[config.mk]
export PLATFORM = sky130hd
export DESIGN_NAME = zbb_count_stage_flat
export DESIGN_NICKNAME = d
export VERILOG_FILES = /design/src/rtl/zbb_count_stage_if.sv /design/src/rtl/zbb_count_stage.sv /design/src/flat_wrapper.sv
export SDC_FILE = /design/constraint.sdc
export NUM_CORES = 1
export LEC_CHECK = 0
export CORE_MARGIN = 1.5
export CORE_UTILIZATION = 35
export CTS_CLUSTER_DIAMETER = 200
export DETAILED_ROUTE_END_ITERATION = 12
export GPL_TIMING_DRIVEN = 0
export PLACE_DENSITY = 0.66
export SYNTH_ARGS = -nofsm -noshare
export SYNTH_HDL_FRONTEND = slang
export SYNTH_SLANG_ARGS = --single-unit
[constraint.sdc]
create_clock -name clk -period 3.18 [get_ports clk]
set_input_delay 0.636 -clock clk [delete_from_list [all_inputs] [get_ports clk]]
set_output_delay 0.636 -clock clk [all_outputs]
set_load 0.01 [all_outputs]
[src/rtl/zbb_count_stage_if.sv]
// Operand/result bus of the Zbb count stage, plus the side channel to the
// external single-cycle popcount unit.
//   slave  : view of the count stage (accepts ops, drives cpop_x and results)
//   master : view of the issuing/consuming logic and the popcount unit
interface zbb_count_stage_if #(
   parameter int unsigned TAG_W = 5
);
   logic             in_valid;
   logic             in_ready;
   logic [1:0]       in_op;
   logic [31:0]      in_rs1;
   logic [TAG_W-1:0] in_tag;
   logic [31:0]      cpop_x;
   logic [5:0]       cpop_res;
   logic             out_valid;
   logic             out_ready;
   logic [31:0]      out_result;
   logic [TAG_W-1:0] out_tag;

   modport slave (
      input  in_valid, in_op, in_rs1, in_tag, cpop_res, out_ready,
      output in_ready, cpop_x, out_valid, out_result, out_tag
   );

   modport master (
      output in_valid, in_op, in_rs1, in_tag, cpop_res, out_ready,
      input  in_ready, cpop_x, out_valid, out_result, out_tag
   );
endinterface

[src/rtl/zbb_count_stage.sv]
// Two-stage elastic pipeline for the Zbb cpop / clz / ctz instructions.
// Stage 1 registers a mask whose popcount is the answer; stage 2 feeds that
// mask to the downstream popcount unit and registers the returned count.
// Ports:
//   clk, rst_n : clock, asynchronous active-low reset
//   flush      : drop every in-flight operation at the next edge
//   bus        : slave side of zbb_count_stage_if (op in, mask out to the
//                popcount unit, count back, result out with tag)
module zbb_count_stage #(
   parameter int unsigned TAG_W = 5
) (
   input logic               clk,
   input logic               rst_n,
   input logic               flush,
   zbb_count_stage_if.slave  bus
);
   localparam int unsigned XLEN  = 32;
   localparam int unsigned CNT_W = 6;

   typedef enum logic [1:0] {
      OP_CPOP = 2'b00,
      OP_CLZ  = 2'b01,
      OP_CTZ  = 2'b10,
      OP_RSVD = 2'b11
   } op_e;

   logic              s1_valid;
   logic [XLEN-1:0]   s1_mask;
   logic [TAG_W-1:0]  s1_tag;
   logic              s2_valid;
   logic [CNT_W-1:0]  s2_cnt;
   logic [TAG_W-1:0]  s2_tag;

   logic [XLEN-1:0]   rs1_rev;
   logic [XLEN-1:0]   mask_c;
   logic              s2_free;
   logic              s1_adv;
   logic              in_ready_c;
   logic              in_fire;

   // Mask whose popcount is the result; ~v & (v-1) marks the trailing zeros.
   always_comb begin : mask_gen
      rs1_rev = '0;
      mask_c  = '0;
      for (int i = 0; i < XLEN; i++) begin
         rs1_rev[i] = bus.in_rs1[XLEN-1-i];
      end
      case (op_e'(bus.in_op))
         OP_CPOP: mask_c = bus.in_rs1;
         OP_CTZ:  mask_c = ~bus.in_rs1 & (bus.in_rs1 - XLEN'(1));
         OP_CLZ:  mask_c = ~rs1_rev & (rs1_rev - XLEN'(1));
         default: mask_c = '0;
      endcase
   end

   // Handshake / advance control; in_ready follows out_ready through one level.
   always_comb begin : adv_ctl
      s2_free    = !s2_valid || bus.out_ready;
      s1_adv     = s1_valid && s2_free;
      in_ready_c = !s1_valid || s1_adv;
      in_fire    = bus.in_valid && in_ready_c && !flush;
   end

   // Valid bits; flush wins over every advance.
   always_ff @(posedge clk or negedge rst_n) begin : valid_regs
      if (!rst_n) begin
         s1_valid <= 1'b0;
         s2_valid <= 1'b0;
      end else if (flush) begin
         s1_valid <= 1'b0;
         s2_valid <= 1'b0;
      end else begin
         if (in_fire) begin
            s1_valid <= 1'b1;
         end else if (s1_adv) begin
            s1_valid <= 1'b0;
         end
         if (s1_adv) begin
            s2_valid <= 1'b1;
         end else if (s2_free) begin
            s2_valid <= 1'b0;
         end
      end
   end

   // Payload registers; they only move on a real transfer, so they hold under backpressure.
   always_ff @(posedge clk or negedge rst_n) begin : data_regs
      if (!rst_n) begin
         s1_mask <= '0;
         s1_tag  <= '0;
         s2_cnt  <= '0;
         s2_tag  <= '0;
      end else begin
         if (in_fire) begin
            s1_mask <= mask_c;
            s1_tag  <= bus.in_tag;
         end
         if (s1_adv && !flush) begin
            s2_cnt <= bus.cpop_res;
            s2_tag <= s1_tag;
         end
      end
   end

   assign bus.in_ready   = in_ready_c;
   assign bus.cpop_x     = s1_valid ? s1_mask : '0;
   assign bus.out_valid  = s2_valid;
   assign bus.out_result = {{(XLEN-CNT_W){1'b0}}, s2_cnt};
   assign bus.out_tag    = s2_tag;

endmodule
[src/flat_wrapper.sv]
// flat-port wrapper written by rule: the top's interface ports become plain ports
module zbb_count_stage_flat 
#(
   parameter int unsigned TAG_W = 5
)
  (clk, rst_n, flush, bus_in_valid, bus_in_op, bus_in_rs1, bus_in_tag, bus_cpop_res, bus_out_ready, bus_in_ready, bus_cpop_x, bus_out_valid, bus_out_result, bus_out_tag);
  zbb_count_stage_if #(.TAG_W(TAG_W)) bus_i ();
  input logic clk;
  input logic rst_n;
  input logic flush;
  input wire logic [$bits(bus_i.in_valid)-1:0] bus_in_valid;
  input wire logic [$bits(bus_i.in_op)-1:0] bus_in_op;
  input wire logic [$bits(bus_i.in_rs1)-1:0] bus_in_rs1;
  input wire logic [$bits(bus_i.in_tag)-1:0] bus_in_tag;
  input wire logic [$bits(bus_i.cpop_res)-1:0] bus_cpop_res;
  input wire logic [$bits(bus_i.out_ready)-1:0] bus_out_ready;
  output wire logic [$bits(bus_i.in_ready)-1:0] bus_in_ready;
  output wire logic [$bits(bus_i.cpop_x)-1:0] bus_cpop_x;
  output wire logic [$bits(bus_i.out_valid)-1:0] bus_out_valid;
  output wire logic [$bits(bus_i.out_result)-1:0] bus_out_result;
  output wire logic [$bits(bus_i.out_tag)-1:0] bus_out_tag;
  assign bus_i.in_valid = bus_in_valid;
  assign bus_i.in_op = bus_in_op;
  assign bus_i.in_rs1 = bus_in_rs1;
  assign bus_i.in_tag = bus_in_tag;
  assign bus_i.cpop_res = bus_cpop_res;
  assign bus_i.out_ready = bus_out_ready;
  assign bus_in_ready = bus_i.in_ready;
  assign bus_cpop_x = bus_i.cpop_x;
  assign bus_out_valid = bus_i.out_valid;
  assign bus_out_result = bus_i.out_result;
  assign bus_out_tag = bus_i.out_tag;
  zbb_count_stage #(.TAG_W(TAG_W)) u_core (.clk(clk), .rst_n(rst_n), .flush(flush), .bus(bus_i));
endmodule
==> impl_metrics.json <==
{
  "clkLatencyLatePin_ns": 0.31,
  "wl_per_cell_um": 17.27,
  "placedInstanceArea_um2": 4308,
  "synth_top_area_cell": "dfrtp_1",
  "start_util": 0.3610,
  "synth_compound_area_frac": 0.1458,
  "worstMarginPinSlew_ns": 0.8198,
  "cts_root_buffer": "clkbuf_8",
  "hold_ws_ns": 0.2301,
  "leakage_nw": 1.823,
  "ys_ff_latch": 50,
  "diodes": 0,
  "io_buffers": 93,
  "ys_top_cells_by_count": "dfrtp_1 (50), nand2_1 (41), and2_1 (32)",
  "fp.dieH_um": 97.61,
  "critPathMaxFanout": 10,
  "cp-end-kind": "register",
  "postLayoutCoreUtil": 0.5087,
  "via_per_inst": 5.171,
  "synth_area_leaders": "dfrtp_1 (40%), buf_4 (6.7%), and2_1 (6.4%)",
  "ys_seq_area_frac": 0.3994,
  "cts_buffers": 5,
  "slew_viol_final": 0,
  "path_cells": "clkdlybuf4s50_1, buf_4, nor4b_4, nand3_1, nor4_1, a221oi_1, o21ai_0",
  "hold_buffers": 0,
  "critical_path.top_delay_family": "simple AND/OR/NAND/NOR gates",
  "async_flop_share": 1.000,
  "clock_skew_ns": 0.009598,
  "dieArea_um2": 9528,
  "total_power_mw": 1.589,
  "crit_slowest_cell": "nor4_1",
  "grt_pass1_vias": 3089,
  "cts.sinks": 50,
  "antenna_found_initial": 0,
  "intPower_mw": 1.111,
  "firstDrtPassIters": 4,
  "grt-ovfl-total": 0,
  "combinationalPowerShare": 0.273,
  "pre_cts_slack_ns": -0.2344,
  "die-width_um": 97.61,
  "switching_share": 0.3007,
  "fp.coreArea_um2": 8678,
  "ir_drop_v": 0.0001648,
  "drt-initial-drc-count": 245,
  "synthCells": 350,
  "grt_start_max_net_pins": 36,
  "synth_edf_count": 0,
  "layout.nets": 526,
  "cp.required_ns": 3.42,
  "stdcell_area_um2": 4414,
  "fillers": 900,
  "syn_area_um2": 3133,
  "slowest_delay_ns": 0.58,
  "synth_warnings": 0,
  "yosys.area_share.simple": 0.2867,
  "area_growth_pct": 40.89,
  "clkPwrFrac": 0.256,
  "grt_pass1_wl_um": 16430,
  "switching_power_mw": 0.4777,
  "postCtsSetupBuffers": 0,
  "muxShareOfSynthArea": 0.06749,
  "synth_xor_area_frac": 0,
  "rsz0062_at_grt": "false",
  "cts_tree": "built",
  "reg2reg_depth": 6,
  "synth_top_family_by_area": "simple AND/OR/NAND/NOR gates",
  "timing.fmax_mhz": 343.9,
  "dp_cells": 577,
  "path_clk_slew_ns": 0.10,
  "path_buf_inv": 2,
  "setup_viol": 0,
  "syn_avg_cell_area_um2": 8.951,
  "postRouteAntennaNets": 0,
  "rows": 34,
  "fin_crit_sh": 0.9143,
  "worstSetupPathType": "primary input to register",
  "setup_tns_ns": 0,
  "reg2reg_slack_ns": 0.83,
  "slew_headroom": 0.4521,
  "drive_gt1_frac": 0.1468,
  "maxCapViolations": 0,
  "worstReg2RegEnd": "u_core.s1_mask[12]",
  "ioPinCount": 121,
  "vias": 3025,
  "clockBufferDepth": 2,
  "hold_viol": 0,
  "synthFlopType": "dfrtp_1",
  "ys_types": 50,
  "r2r-start": "u_core.s1_valid",
  "drt-total-wl_um": 10110,
  "fin_ws_ns": 0.2725,
  "run_status": "finished, final reports clean",
  "p_seq_frac": 0.471,
  "htreeDepth": 2,
  "power.density_nw_per_um2": 359.9,
  "yosys.area.top_type_share": 0.3994,
  "dp_hpwl_um": 7927,
  "cp.arrival_ns": 3.15,
  "period_needed_ns": 2.908,
  "hold_class": "primary input to asynchronous set/reset pin",
  "grt_usage": 0.2164,
  "synthAdderAreaFrac": 0,
  "gp_congestion": 0.9630,
  "route.detailed.drc": 0,
  "fin_cells": 585,
  "synth_most_common_cell": "dfrtp_1",
  "startpoint_type": "primary input"
}
[metal layers]
layer / GRT usage / wire length (um) / vias to the layer above
met5: 0 / 0 / -
met1: 0.2983 / 4606 / 1445
met3: 0.02590 / 532 / 9
met2: 0.3654 / 4858 / 108
li1: - / - / 1463
met4: 0.04505 / 108 / 0
[layout by cell type, fill, tap and decap left out, drive strengths merged, types with 2 or more instances in the layout]
| master | synthesis | layout |
|---|---|---|
| and2 | 32 | 32 |
| nor2b | 3 | 3 |
| nor3b | 3 | 3 |
| nand2 | 41 | 41 |
| o22ai | 2 | 2 |
| a221oi | 5 | 5 |
| o31ai | 2 | 2 |
| a22oi | 4 | 4 |
| conb | 1 | 26 |
| a32oi | 3 | 3 |
| dfrtp | 50 | 50 |
| nor4 | 12 | 12 |
| nand2b | 2 | 2 |
| nand4b | 2 | 2 |
| a211oi | 4 | 4 |
| nand4 | 6 | 6 |
| nor4b | 2 | 2 |
| buf | 31 | 33 |
| nor3 | 15 | 15 |
| o41ai | 2 | 2 |
| clkinv | 0 | 2 |
| nor2 | 29 | 29 |
| o221ai | 3 | 3 |
| clkdlybuf4s50 | 0 | 92 |
| mux2 | 17 | 17 |
| a22o | 3 | 3 |
| o21ai | 20 | 20 |
| clkbuf | 10 | 15 |
| a31oi | 2 | 2 |
| nand3 | 13 | 13 |
| a21oi | 14 | 14 |
| or3 | 3 | 3 |
| mux2i | 2 | 2 |
| inv | 2 | 3 |
[kinds of logic (layout without fill, tap and decap cells)]
family,after synthesis,in the layout
buffers and inverters,44,146
AO/OA/AOI/OAI,69,69
flip-flops,50,50
AND/OR/NAND/NOR,167,167
multiplexers,19,19
other,1,26
[state kept, by name, indices dropped and copies added, names as in the netlist]
name,flops
u_core.bus.out_tag,5
u_core.bus.out_valid,1
u_core.s1_mask,32
u_core.s1_tag,5
u_core.s1_valid,1
u_core.s2_cnt,6
[layout make-up]
type | count | area (um^2) | area share
Clock inverter | 3 | 28.78 | 0.006519
Clock buffer | 5 | 68.82 | 0.01559
Sequential cell | 50 | 1251 | 0.2834
Multi-Input combinational cell | 281 | 1673 | 0.3790
Buffer | 42 | 304.0 | 0.06888
Tap cell | 108 | 135.1 | 0.03061
Timing Repair Buffer | 94 | 945.9 | 0.2143
Inverter | 2 | 7.507 | 0.001701
[power by group through the flow]
| stage | logic (mW) | registers, mW | clock network, mW |
|---|---|---|---|
| 3_5_place_dp | 0.434 | 0.762 | 0 |
| 4_1_cts | 0.436 | 0.749 | 0.422 |
| 5_1_grt | 0.469 | 0.761 | 0.444 |
| 6_report | 0.433 | 0.748 | 0.407 |
| 2_1_floorplan | 0.181 | 0.772 | 0 |
| 3_3_place_gp | 0.426 | 0.758 | 0 |
[worst max path at each step]
| stage | startpoint | cells after the start | slack [ns] | endpoint |
|---|---|---|---|---|
| global route | bus_in_op[0] | 7 | 0.02 | u_core.s1_mask[11] |
| finish | bus_in_op[0] | 7 | 0.27 | u_core.s1_mask[11] |
| CTS | bus_in_rs1[24] | 6 | 0.07 | u_core.s1_mask[30] |
| floorplan | bus_in_rs1[14] | 6 | 0.93 | u_core.s1_mask[18] |
| global placement | bus_in_rs1[24] | 6 | -0.40 | u_core.s1_mask[21] |
| detailed placement | bus_in_rs1[24] | 6 | -0.23 | u_core.s1_mask[30] |
[timing repair]
| item | in CTS | in global routing |
|---|---|---|
| hold endpoints to repair | 0 | 0 |
| setup endpoints to repair | 0 | 13 |
| resized for setup | 0 | 2 |
(Power assumes the default switching activity.)
